<file path="config.mk">
export PLATFORM = sky130hd
export DESIGN_NAME = nn_node_mac
export DESIGN_NICKNAME = d
export VERILOG_FILES = /design/src/rtl/nn_pkg.sv /design/src/rtl/nn_activation.sv /design/src/rtl/nn_node_mac.sv
export SDC_FILE = /design/constraint.sdc
export NUM_CORES = 2
export LEC_CHECK = 0
export BUFFER_PORTS_ARGS = -buffer_cell sky130_fd_sc_hd__buf_2
export CAP_MARGIN = 25
export CORE_MARGIN = 2
export CORE_UTILIZATION = 35
export DETAILED_ROUTE_END_ITERATION = 16
export SKIP_CTS_REPAIR_TIMING = 1
export SLEW_MARGIN = 10
export SYNTH_ARGS = -nofsm -noshare
export SYNTH_HDL_FRONTEND = slang
export SYNTH_SLANG_ARGS = --single-unit
</file>
<file path="constraint.sdc">
create_clock -name clk -period 71.9 [get_ports clk]
set_clock_uncertainty 0.05 [all_clocks]
set_input_delay 10.785 -clock clk [delete_from_list [all_inputs] [get_ports clk]]
set_output_delay 10.785 -clock clk [all_outputs]
set_load 0.1 [all_outputs]
</file>
<file path="src/rtl/nn_pkg.sv">
// Shared types and defaults for neural-network node datapaths.
package nn_pkg;

  // Default sample format, shared with the layer controller.
  localparam int NN_DATA_W    = 16;
  localparam int NN_FRAC_BITS = 8;

  // Activation selector; encoding 3 is reserved and treated as identity.
  typedef enum logic [1:0] {
    ACT_IDENT = 2'd0,
    ACT_RELU  = 2'd1,
    ACT_STEP  = 2'd2
  } act_mode_t;

  // Node sequencing states.
  typedef enum logic [1:0] {
    ST_IDLE  = 2'd0,
    ST_ACCUM = 2'd1,
    ST_ACT   = 2'd2,
    ST_OUT   = 2'd3
  } node_state_t;

  // Index width for n entries, never narrower than one bit.
  function automatic int idx_width(input int n);
    return (n > 1) ? $clog2(n) : 1;
  endfunction

endpackage

</file>
<file path="src/rtl/nn_activation.sv">
// Combinational rescale, saturate and activation stage: adds the bias to the
// accumulated dot product, drops the fractional bits (floor), clips to the
// result width and applies the selected activation.
module nn_activation
  import nn_pkg::*;
#(
  parameter int DATA_W    = NN_DATA_W,
  parameter int FRAC_BITS = NN_FRAC_BITS,
  parameter int ACC_W     = 2*NN_DATA_W + 7
)(
  input  logic signed [ACC_W-1:0]  acc,
  input  logic signed [DATA_W-1:0] bias,
  input  logic        [1:0]        act_mode,
  output logic signed [DATA_W-1:0] result,
  output logic                     sat
);

  // One guard bit so that adding the aligned bias can never wrap.
  localparam int SUM_W = ACC_W + 1;

  localparam logic signed [SUM_W-1:0]  SUM_MAX  = {{(SUM_W-DATA_W+1){1'b0}}, {(DATA_W-1){1'b1}}};
  localparam logic signed [SUM_W-1:0]  SUM_MIN  = {{(SUM_W-DATA_W+1){1'b1}}, {(DATA_W-1){1'b0}}};
  localparam logic signed [DATA_W-1:0] RES_MAX  = {1'b0, {(DATA_W-1){1'b1}}};
  localparam logic signed [DATA_W-1:0] RES_MIN  = {1'b1, {(DATA_W-1){1'b0}}};
  localparam logic signed [DATA_W-1:0] RES_ZERO = {DATA_W{1'b0}};
  // 1.0 in the result format, clipped when the format cannot represent it.
  localparam logic signed [DATA_W-1:0] RES_ONE  = (FRAC_BITS >= DATA_W-1) ? RES_MAX :
                                                  ({{(DATA_W-1){1'b0}}, 1'b1} << FRAC_BITS);

  logic signed [SUM_W-1:0]  bias_ext_s;
  logic signed [SUM_W-1:0]  sum_s;
  logic signed [SUM_W-1:0]  shr_s;
  logic signed [DATA_W-1:0] clip_s;

  // Bias alignment, rescale by arithmetic shift and saturation to DATA_W.
  always_comb begin
    bias_ext_s = {{(SUM_W-DATA_W){bias[DATA_W-1]}}, bias} <<< FRAC_BITS;
    sum_s      = {acc[ACC_W-1], acc} + bias_ext_s;
    shr_s      = sum_s >>> FRAC_BITS;
    if (shr_s > SUM_MAX) begin
      clip_s = RES_MAX;
      sat    = 1'b1;
    end else if (shr_s < SUM_MIN) begin
      clip_s = RES_MIN;
      sat    = 1'b1;
    end else begin
      clip_s = shr_s[DATA_W-1:0];
      sat    = 1'b0;
    end
  end

  // Activation on the clipped value; sat keeps describing the pre-activation value.
  always_comb begin
    case (act_mode)
      ACT_RELU: result = clip_s[DATA_W-1] ? RES_ZERO : clip_s;
      ACT_STEP: result = (clip_s > RES_ZERO) ? RES_ONE : RES_ZERO;
      default:  result = clip_s;
    endcase
  end

endmodule

</file>
<file path="src/rtl/nn_node_mac.sv">
// Single neuron: streams N_INPUTS samples through a multiply-accumulate
// against a locally stored coefficient array, then rescales, saturates and
// activates the sum and holds the result until the consumer takes it.
module nn_node_mac
  import nn_pkg::*;
#(
  parameter int DATA_W    = NN_DATA_W,
  parameter int FRAC_BITS = NN_FRAC_BITS,
  parameter int N_INPUTS  = 64,
  parameter int IDX_W     = idx_width(N_INPUTS),
  parameter int ACC_W     = 2*DATA_W + IDX_W + 1
)(
  input  logic              clk,
  input  logic              rst,
  input  logic [1:0]        act_mode,
  input  logic              coef_wr_en,
  input  logic [IDX_W-1:0]  coef_addr,
  input  logic [DATA_W-1:0] coef_data,
  input  logic              bias_wr_en,
  input  logic [DATA_W-1:0] bias_data,
  output logic              coef_wr_err,
  input  logic              in_valid,
  output logic              in_ready,
  input  logic [DATA_W-1:0] in_data,
  output logic              out_valid,
  input  logic              out_ready,
  output logic [DATA_W-1:0] out_data,
  output logic              out_sat,
  output logic              busy
);

  node_state_t               state_r;
  node_state_t               state_nxt_s;
  logic signed [ACC_W-1:0]   acc_r;
  logic        [IDX_W-1:0]   idx_r;
  logic signed [DATA_W-1:0]  coef_r [N_INPUTS];
  logic signed [DATA_W-1:0]  bias_r;
  logic                      in_ready_r;
  logic                      out_valid_r;
  logic        [DATA_W-1:0]  out_data_r;
  logic                      out_sat_r;
  logic                      busy_r;
  logic                      coef_wr_err_r;

  logic                      accept_s;
  logic                      last_s;
  logic                      wr_window_s;
  logic                      coef_wr_ok_s;
  logic signed [2*DATA_W-1:0] prod_s;
  logic signed [ACC_W-1:0]   prod_ext_s;
  logic signed [DATA_W-1:0]  result_s;
  logic                      sat_s;

  // Handshake, write-window and full-precision product for the current beat.
  always_comb begin
    accept_s     = in_valid & in_ready_r;
    last_s       = (32'(idx_r) == (N_INPUTS - 1));
    // A beat accepted in IDLE starts a vector, which closes the write window.
    wr_window_s  = (state_r == ST_IDLE) && !accept_s;
    coef_wr_ok_s = wr_window_s && (32'(coef_addr) < N_INPUTS);
    prod_s       = (2*DATA_W)'($signed(in_data)) * (2*DATA_W)'(coef_r[idx_r]);
    prod_ext_s   = {{(ACC_W-2*DATA_W){prod_s[2*DATA_W-1]}}, prod_s};
  end

  // Next-state decode for the node sequencer.
  always_comb begin
    state_nxt_s = state_r;
    case (state_r)
      ST_IDLE: begin
        if (accept_s) begin
          if (N_INPUTS == 1) state_nxt_s = ST_ACT;
          else               state_nxt_s = ST_ACCUM;
        end else begin
          state_nxt_s = ST_IDLE;
        end
      end
      ST_ACCUM: begin
        if (accept_s && last_s) state_nxt_s = ST_ACT;
        else                    state_nxt_s = ST_ACCUM;
      end
      ST_ACT:  state_nxt_s = ST_OUT;
      ST_OUT: begin
        if (out_ready) state_nxt_s = ST_IDLE;
        else           state_nxt_s = ST_OUT;
      end
      default: state_nxt_s = ST_IDLE;
    endcase
  end

  // Sequencer state, accumulator and coefficient index.
  always_ff @(posedge clk or posedge rst) begin
    if (rst) begin
      state_r <= ST_IDLE;
      acc_r   <= '0;
      idx_r   <= '0;
    end else begin
      state_r <= state_nxt_s;
      if (accept_s) begin
        acc_r <= (state_r == ST_IDLE) ? prod_ext_s : (acc_r + prod_ext_s);
        idx_r <= (state_nxt_s == ST_ACT) ? '0 : (idx_r + IDX_W'(1));
      end else if ((state_r == ST_OUT) && out_ready) begin
        acc_r <= '0;
      end
    end
  end

  // Coefficient and bias store; writes outside the idle window are dropped and flagged.
  always_ff @(posedge clk or posedge rst) begin
    if (rst) begin
      for (int i = 0; i < N_INPUTS; i++) coef_r[i] <= '0;
      bias_r        <= '0;
      coef_wr_err_r <= 1'b0;
    end else begin
      if (coef_wr_en && coef_wr_ok_s) coef_r[coef_addr] <= $signed(coef_data);
      if (bias_wr_en && wr_window_s)  bias_r <= $signed(bias_data);
      coef_wr_err_r <= (coef_wr_en && !coef_wr_ok_s) || (bias_wr_en && !wr_window_s);
    end
  end

  nn_activation #(
    .DATA_W    (DATA_W),
    .FRAC_BITS (FRAC_BITS),
    .ACC_W     (ACC_W)
  ) u_act (
    .acc      (acc_r),
    .bias     (bias_r),
    .act_mode (act_mode),
    .result   (result_s),
    .sat      (sat_s)
  );

  // Registered status and result outputs; the result is captured in ACT and held through OUT.
  always_ff @(posedge clk or posedge rst) begin
    if (rst) begin
      in_ready_r  <= 1'b0;
      busy_r      <= 1'b0;
      out_valid_r <= 1'b0;
      out_data_r  <= '0;
      out_sat_r   <= 1'b0;
    end else begin
      in_ready_r <= (state_nxt_s == ST_IDLE) || (state_nxt_s == ST_ACCUM);
      busy_r     <= (state_nxt_s != ST_IDLE);
      if (state_r == ST_ACT) begin
        out_valid_r <= 1'b1;
        out_data_r  <= result_s;
        out_sat_r   <= sat_s;
      end else if ((state_r == ST_OUT) && out_ready) begin
        out_valid_r <= 1'b0;
      end
    end
  end

  assign in_ready    = in_ready_r;
  assign busy        = busy_r;
  assign out_valid   = out_valid_r;
  assign out_data    = out_data_r;
  assign out_sat     = out_sat_r;
  assign coef_wr_err = coef_wr_err_r;

endmodule

</file>
# Word level (Yosys, flattened, before mapping)
# Index checks and enable logic that the tools add are counted.
# totals
ff_bits	1108
word_cells	135
in_bits	62
output_inout_bits	21
# op_classes
n_mux	23
order_cmp	6
n_addsub	3
n_reduce_logical	17
bitwise_logic	3
n_eq_ne	8
mul	1
# op_table
operator	n
$bwmux 1024	1
$mux 39	3
$bmux 16 s6	1
$demux 16 s6	1
$mux 16	5
$add 39x24->40	1
$add 39x32->39	1
$gt 32x16->1 const B	1
$lt 32x16->1 const B	1
$mul 16x16->32	1
$pmux 16 s2	1
$gt 16x1->1 const B	1
$mux 15	1
$ge 7x7->1 const B	2
$not 6->7	2
$mux 9	1
$eq 2x2->1 const B	4
$logic_and 1x1->1	8
$pmux 2 s4	1
$lt 7x1->1 const B	1
$add 6x1->6 const B	1
$eq 2x1->1 const B	3
$eq 6x6->1 const B	1
$mux 6	1
7 further kinds	17

# Depth between registers and ports, before layout
# logic_depth
ltp_word	8
depth_mapped	43

# Cells and area by module
# From an unflattened synthesis, not the netlist that was laid out.
# unflattened
cells_unflattened	4776
area_unflattened_um2	64100.2
# by_module_without_submodules
module	cells_per_inst	area_per_inst_um2	instances
nn_node_mac	4407	61591.6	1
nn_activation	369	2508.7	1

# Worst setup path before layout
# Ideal clock, no wire load.
# synth_path
kind	input to register
from	input port in_data[15]
to	register acc_r[38]
setup_slack_ns	53.761
setup_time_ns	0.133
cell_stages	28
t_arrival_ns	17.956
n_path_buf	1
path_cell_list	clkbuf_1 -> nand2_1 -> fa_1 -> inv_1 -> fa_1 -> fa_1 -> fa_1 -> fa_1 -> inv_1 -> fa_1 -> inv_1 -> ha_1 -> a21o_1 -> a21oi_1 -> or3b_2 -> o21a_1 -> xor2_1 -> ha_1 -> nand3_1 -> or3_1 -> o22ai_1 -> o311ai_0 -> a21oi_1 -> o221ai_1 -> xor2_1 -> nor2_1 -> xnor2_1 -> o21ai_0
# synth_via
elab_chain_cells	4
# synth_lines
element	line	source
start, declared	nn_node_mac.sv:24	input logic [DATA_W-1:0] in_data,
$mul 16x16->32 *	nn_node_mac.sv:61	prod_s = (2*DATA_W)'($signed(in_data)) * (2*DATA_W)'(coef_r[idx_r]);
$add 39x32->39	nn_node_mac.sv:99	acc_r <= (state_r == ST_IDLE) ? prod_ext_s : (acc_r + prod_ext_s);
$mux 39 *	nn_node_mac.sv:99	
$mux 39 *	nn_node_mac.sv:98	if (accept_s) begin
end signal, assigned	nn_node_mac.sv:99	
end, declared	nn_node_mac.sv:34	logic signed [ACC_W-1:0] acc_r;
# Every way passes the cells marked *; elsewhere a longest branch is shown, timed or not.
# A chain may end at the register's enable or synchronous reset.

# Worst setup path after layout
# layout_path
from	input port in_data[15]
to	register acc_r[37]
# Same word-level chain as after synthesis.

==> run summary <==
====================================================================================
Final instance count without filler cells .............................         7175
Via count of the first global-routing pass ............................        40038
PwrDens ............................................................... 24.93 mW/mm²
Area of all placed cells without fillers ..............................  0.07091 mm²
Fraction of final layout cells sized beyond drive strength 1 ..........       38.32%
Slew @ Worst Pin ......................................................      1074 ps
Full die area .........................................................   0.1843 mm²
Critical path capture point type ......................................     register
Worst EP arrival ......................................................     19020 ps
Fin crit share ........................................................       25.63%
#FFs+latches synth ....................................................         1108
Mapped Area ...........................................................  0.06330 mm²
Worst EP required .....................................................     72490 ps
Global-route wire length before repair ................................    249500 µm
Number of nets in the synthesized netlist .............................         5197
Clock Sink Count ......................................................         1108
Finished Core Util ....................................................       39.36%
Die Y .................................................................     429.3 µm
Root buffer cell ...................................................... sky130_fd_sc_hd__clkbuf_16
Clock latency reported for the late side of the worst-skew pair .......       760 ps
Share of synthesized flip-flops with an asynchronous set or reset .....       100.0%
H-tree depth reported by CTS ..........................................            3
Initial core utilization ..............................................       35.14%
Setup Crit Path Kind ..................................................    in -> reg
1st-pass router iterations ............................................            7
Largest net degree at the start of global routing .....................          185
Die Wd ................................................................     429.3 µm
Run status ............................................................ finished, final reports clean
Total negative setup slack ............................................         0 ps
Final setup violation count ...........................................            0
Leading cell type by number of instances after synthesis .............. sky130_fd_sc_hd__dfrtp_1
Peak supply drop ......................................................   0.01921 mV
Number of core rows ...................................................          156
Top_reg_cell synth .................................................... sky130_fd_sc_hd__dfrtp_1
Placed wire-length estimate after detailed placement ..................    104100 µm
Highest clock rate ....................................................    54.26 MHz
Clock transition at the registers of the reported paths ...............        60 ps
Core outline area .....................................................   0.1802 mm²
# nets final ..........................................................         5176
Max transition margin .................................................       28.21%
Post-synthesis cell type with the largest combined area ............... sky130_fd_sc_hd__dfrtp_1
Post-synth EDFFs ......................................................            0
LEAKAGE ...............................................................     34.13 nW
Cell types occupying the most area after synthesis .................... sky130_fd_sc_hd__dfrtp_1 (44%), sky130_fd_sc_hd__mux2_2 (19%), sky130_fd_sc_hd__mux4_2 (12%)
Fill count ............................................................        16773
Congestion Overflow GR ................................................            0
Number of port buffers ................................................           82
Delay of the slowest critical-path stage ..............................       880 ps
Weighted congestion at the end of routability-driven global placement .       0.8430
Worst path most repeated cell ......................................... sky130_fd_sc_hd__fa_1
Post-layout min period ................................................     18430 ps
Top Ports .............................................................           83
Number of vias in the routed layout ...................................        37913
Sequential element share of the synthesized area ......................       43.80%
Yosys warns ...........................................................            0
Mean instance size in the synthesized netlist .........................    13.43 µm²
Yosys cell types ......................................................           70
CTS tree ..............................................................          yes
Final routed DRC violation total ......................................            0
Largest driver fanout on the critical path ............................           16
Portion of synthesized cell area occupied by the leading cell type ....       43.80%
Cell count after synthesis ............................................         4715
1st-iter DRT viols ....................................................         2438
Area of combinational cells with multiple inputs ......................  0.03323 mm²
Area delta synth->final ...............................................       12.03%
Critical Path Start Type .............................................. primary input
Per-cell routed wire length ...........................................     22.37 µm
Top Family by Delay on Critical Path ..................................  adder cells
Inserted Clock Buffers ................................................          119
Post-route antenna net violation count ................................            0
Count of placed standard cells including taps .........................         6940
Total GRT Usage .......................................................       17.49%
Sequential cell area ..................................................  0.02774 mm²
Total cell area at the placement stage ................................  0.06665 mm²
Detail-routed via count per cell ......................................        5.284
Wire length after detailed routing ....................................    160500 µm
Unrepaired setup endpoints after global routing .......................        false
Final Max Tran Viols ..................................................            0
Final hold violations .................................................            0
Worst hold-check path type ............................................   reg -> reg
Worst path slowest cell ............................................... sky130_fd_sc_hd__fa_1
CTS max path bufs .....................................................            3
Count of maximum capacitance violations ...............................            0
Initial antenna violation count .......................................           21
Synth top cells by count .............................................. sky130_fd_sc_hd__dfrtp_1 (1108), sky130_fd_sc_hd__mux2_2 (1040), sky130_fd_sc_hd__mux4_2 (335)
Buffers & Inverters on Critical Path ..................................            5
====================================================================================
[worst paths after layout]
kind | startpoint | cells past startpoint | slack (ps) | to
setup reg to reg | idx_r[1] | 36 | 59260 | acc_r[37]
max in group asynchronous | rst | 6 | 58700 | coef_r[161]
setup / recovery | in_data[15] | 32 | 53470 | acc_r[37]
hold reg to reg | out_valid | 2 | 440 | out_valid
hold / removal | out_valid | 2 | 440 | out_valid
min in group asynchronous | rst | 2 | 10120 | coef_r[799]
[registers in the layout (all words and copies together) (netlist names)]
name and cells:
acc_r 39, bias_r 16, busy 1, coef_r 1024, coef_wr_err 1, idx_r 6
in_ready 1, out_data 16, out_sat 1, out_valid 1, state_r 2
[power breakdown]
group	total (mW)	internal, mW	switching [mW]
registers	0.670	0.641	0.0288
logic	0.455	0.178	0.276
clock network	0.643	0.380	0.263
total	1.77	1.20	0.568
[layer usage]
metal / part of all wire [%] / GRT usage (%) / vias up
met2: 49 / 29.02 / 670
met1: 45 / 24.20 / 20371
met5: 0.034 / 0 / -
li1: - / - / 16660
met3: 3.8 / 2.437 / 204
met4: 2.1 / 4.269 / 8
[cells in the final DEF (no fill, tap or decap), types with 27 or more instances in the layout]
cell type                   Yosys  final
sky130_fd_sc_hd__xor2_1        33     33
sky130_fd_sc_hd__fa_1         264    264
sky130_fd_sc_hd__nand3_1       27     27
sky130_fd_sc_hd__dfrtp_1     1108   1104
sky130_fd_sc_hd__nor2_1       159    122
sky130_fd_sc_hd__nand2_1      212    212
sky130_fd_sc_hd__nor2_2         0     35
sky130_fd_sc_hd__clkbuf_16      0    122
sky130_fd_sc_hd__buf_4          0     89
sky130_fd_sc_hd__clkbuf_8       0     27
sky130_fd_sc_hd__a21o_1        39     39
sky130_fd_sc_hd__and2_1       146    146
sky130_fd_sc_hd__a21oi_1      117    117
sky130_fd_sc_hd__xnor2_1       63     63
sky130_fd_sc_hd__clkinv_2       0     29
sky130_fd_sc_hd__inv_1        315    314
sky130_fd_sc_hd__mux2_2      1040   1040
sky130_fd_sc_hd__mux4_2       335    335
sky130_fd_sc_hd__o21ai_0       95     95
sky130_fd_sc_hd__ha_1         156    156
sky130_fd_sc_hd__nor3_1        32     32
sky130_fd_sc_hd__buf_2          7     82
[through the flow]
stage / power (mW) / hold slack (ps) / worst slack, ps
6_report: 1.768 / 438.1 / 53470
5_1_grt: 1.861 / 451.0 / 52890
4_1_cts: 1.785 / 444.6 / 53490
3_5_place_dp: 1.137 / 422.1 / 52700
3_3_place_gp: 1.129 / 412.9 / 52770
2_1_floorplan: 1.017 / 402.6 / 29870
[kinds of logic after synthesis]
kind of cell | share of synthesized area, %
multiplexers | 30.52
XOR/XNOR | 1.328
buffers and inverters | 3.886
flip-flops | 43.80
adder cells (fa/ha/maj) | 11.43
AO/OA/AOI/OAI | 3.625
AND/OR/NAND/NOR | 5.406
[area by class of cell]
class / instances / area share [%]
antenna: 6 / 0.02117
clock buffer: 173 / 4.956
clock inverter: 53 / 0.9281
inverter: 315 / 1.678
multi-input combinational: 2956 / 46.86
sequential: 1108 / 39.12
tap: 2370 / 4.182
timing repair buffer: 194 / 2.251
[tightest hold or removal path: cells and delay by family (launching register included)]
kind	cells	cell delay, ps
flip-flops	1	340
AND/OR/NAND/NOR	2	120
Note: power is estimated with default switching activity, not from simulation.
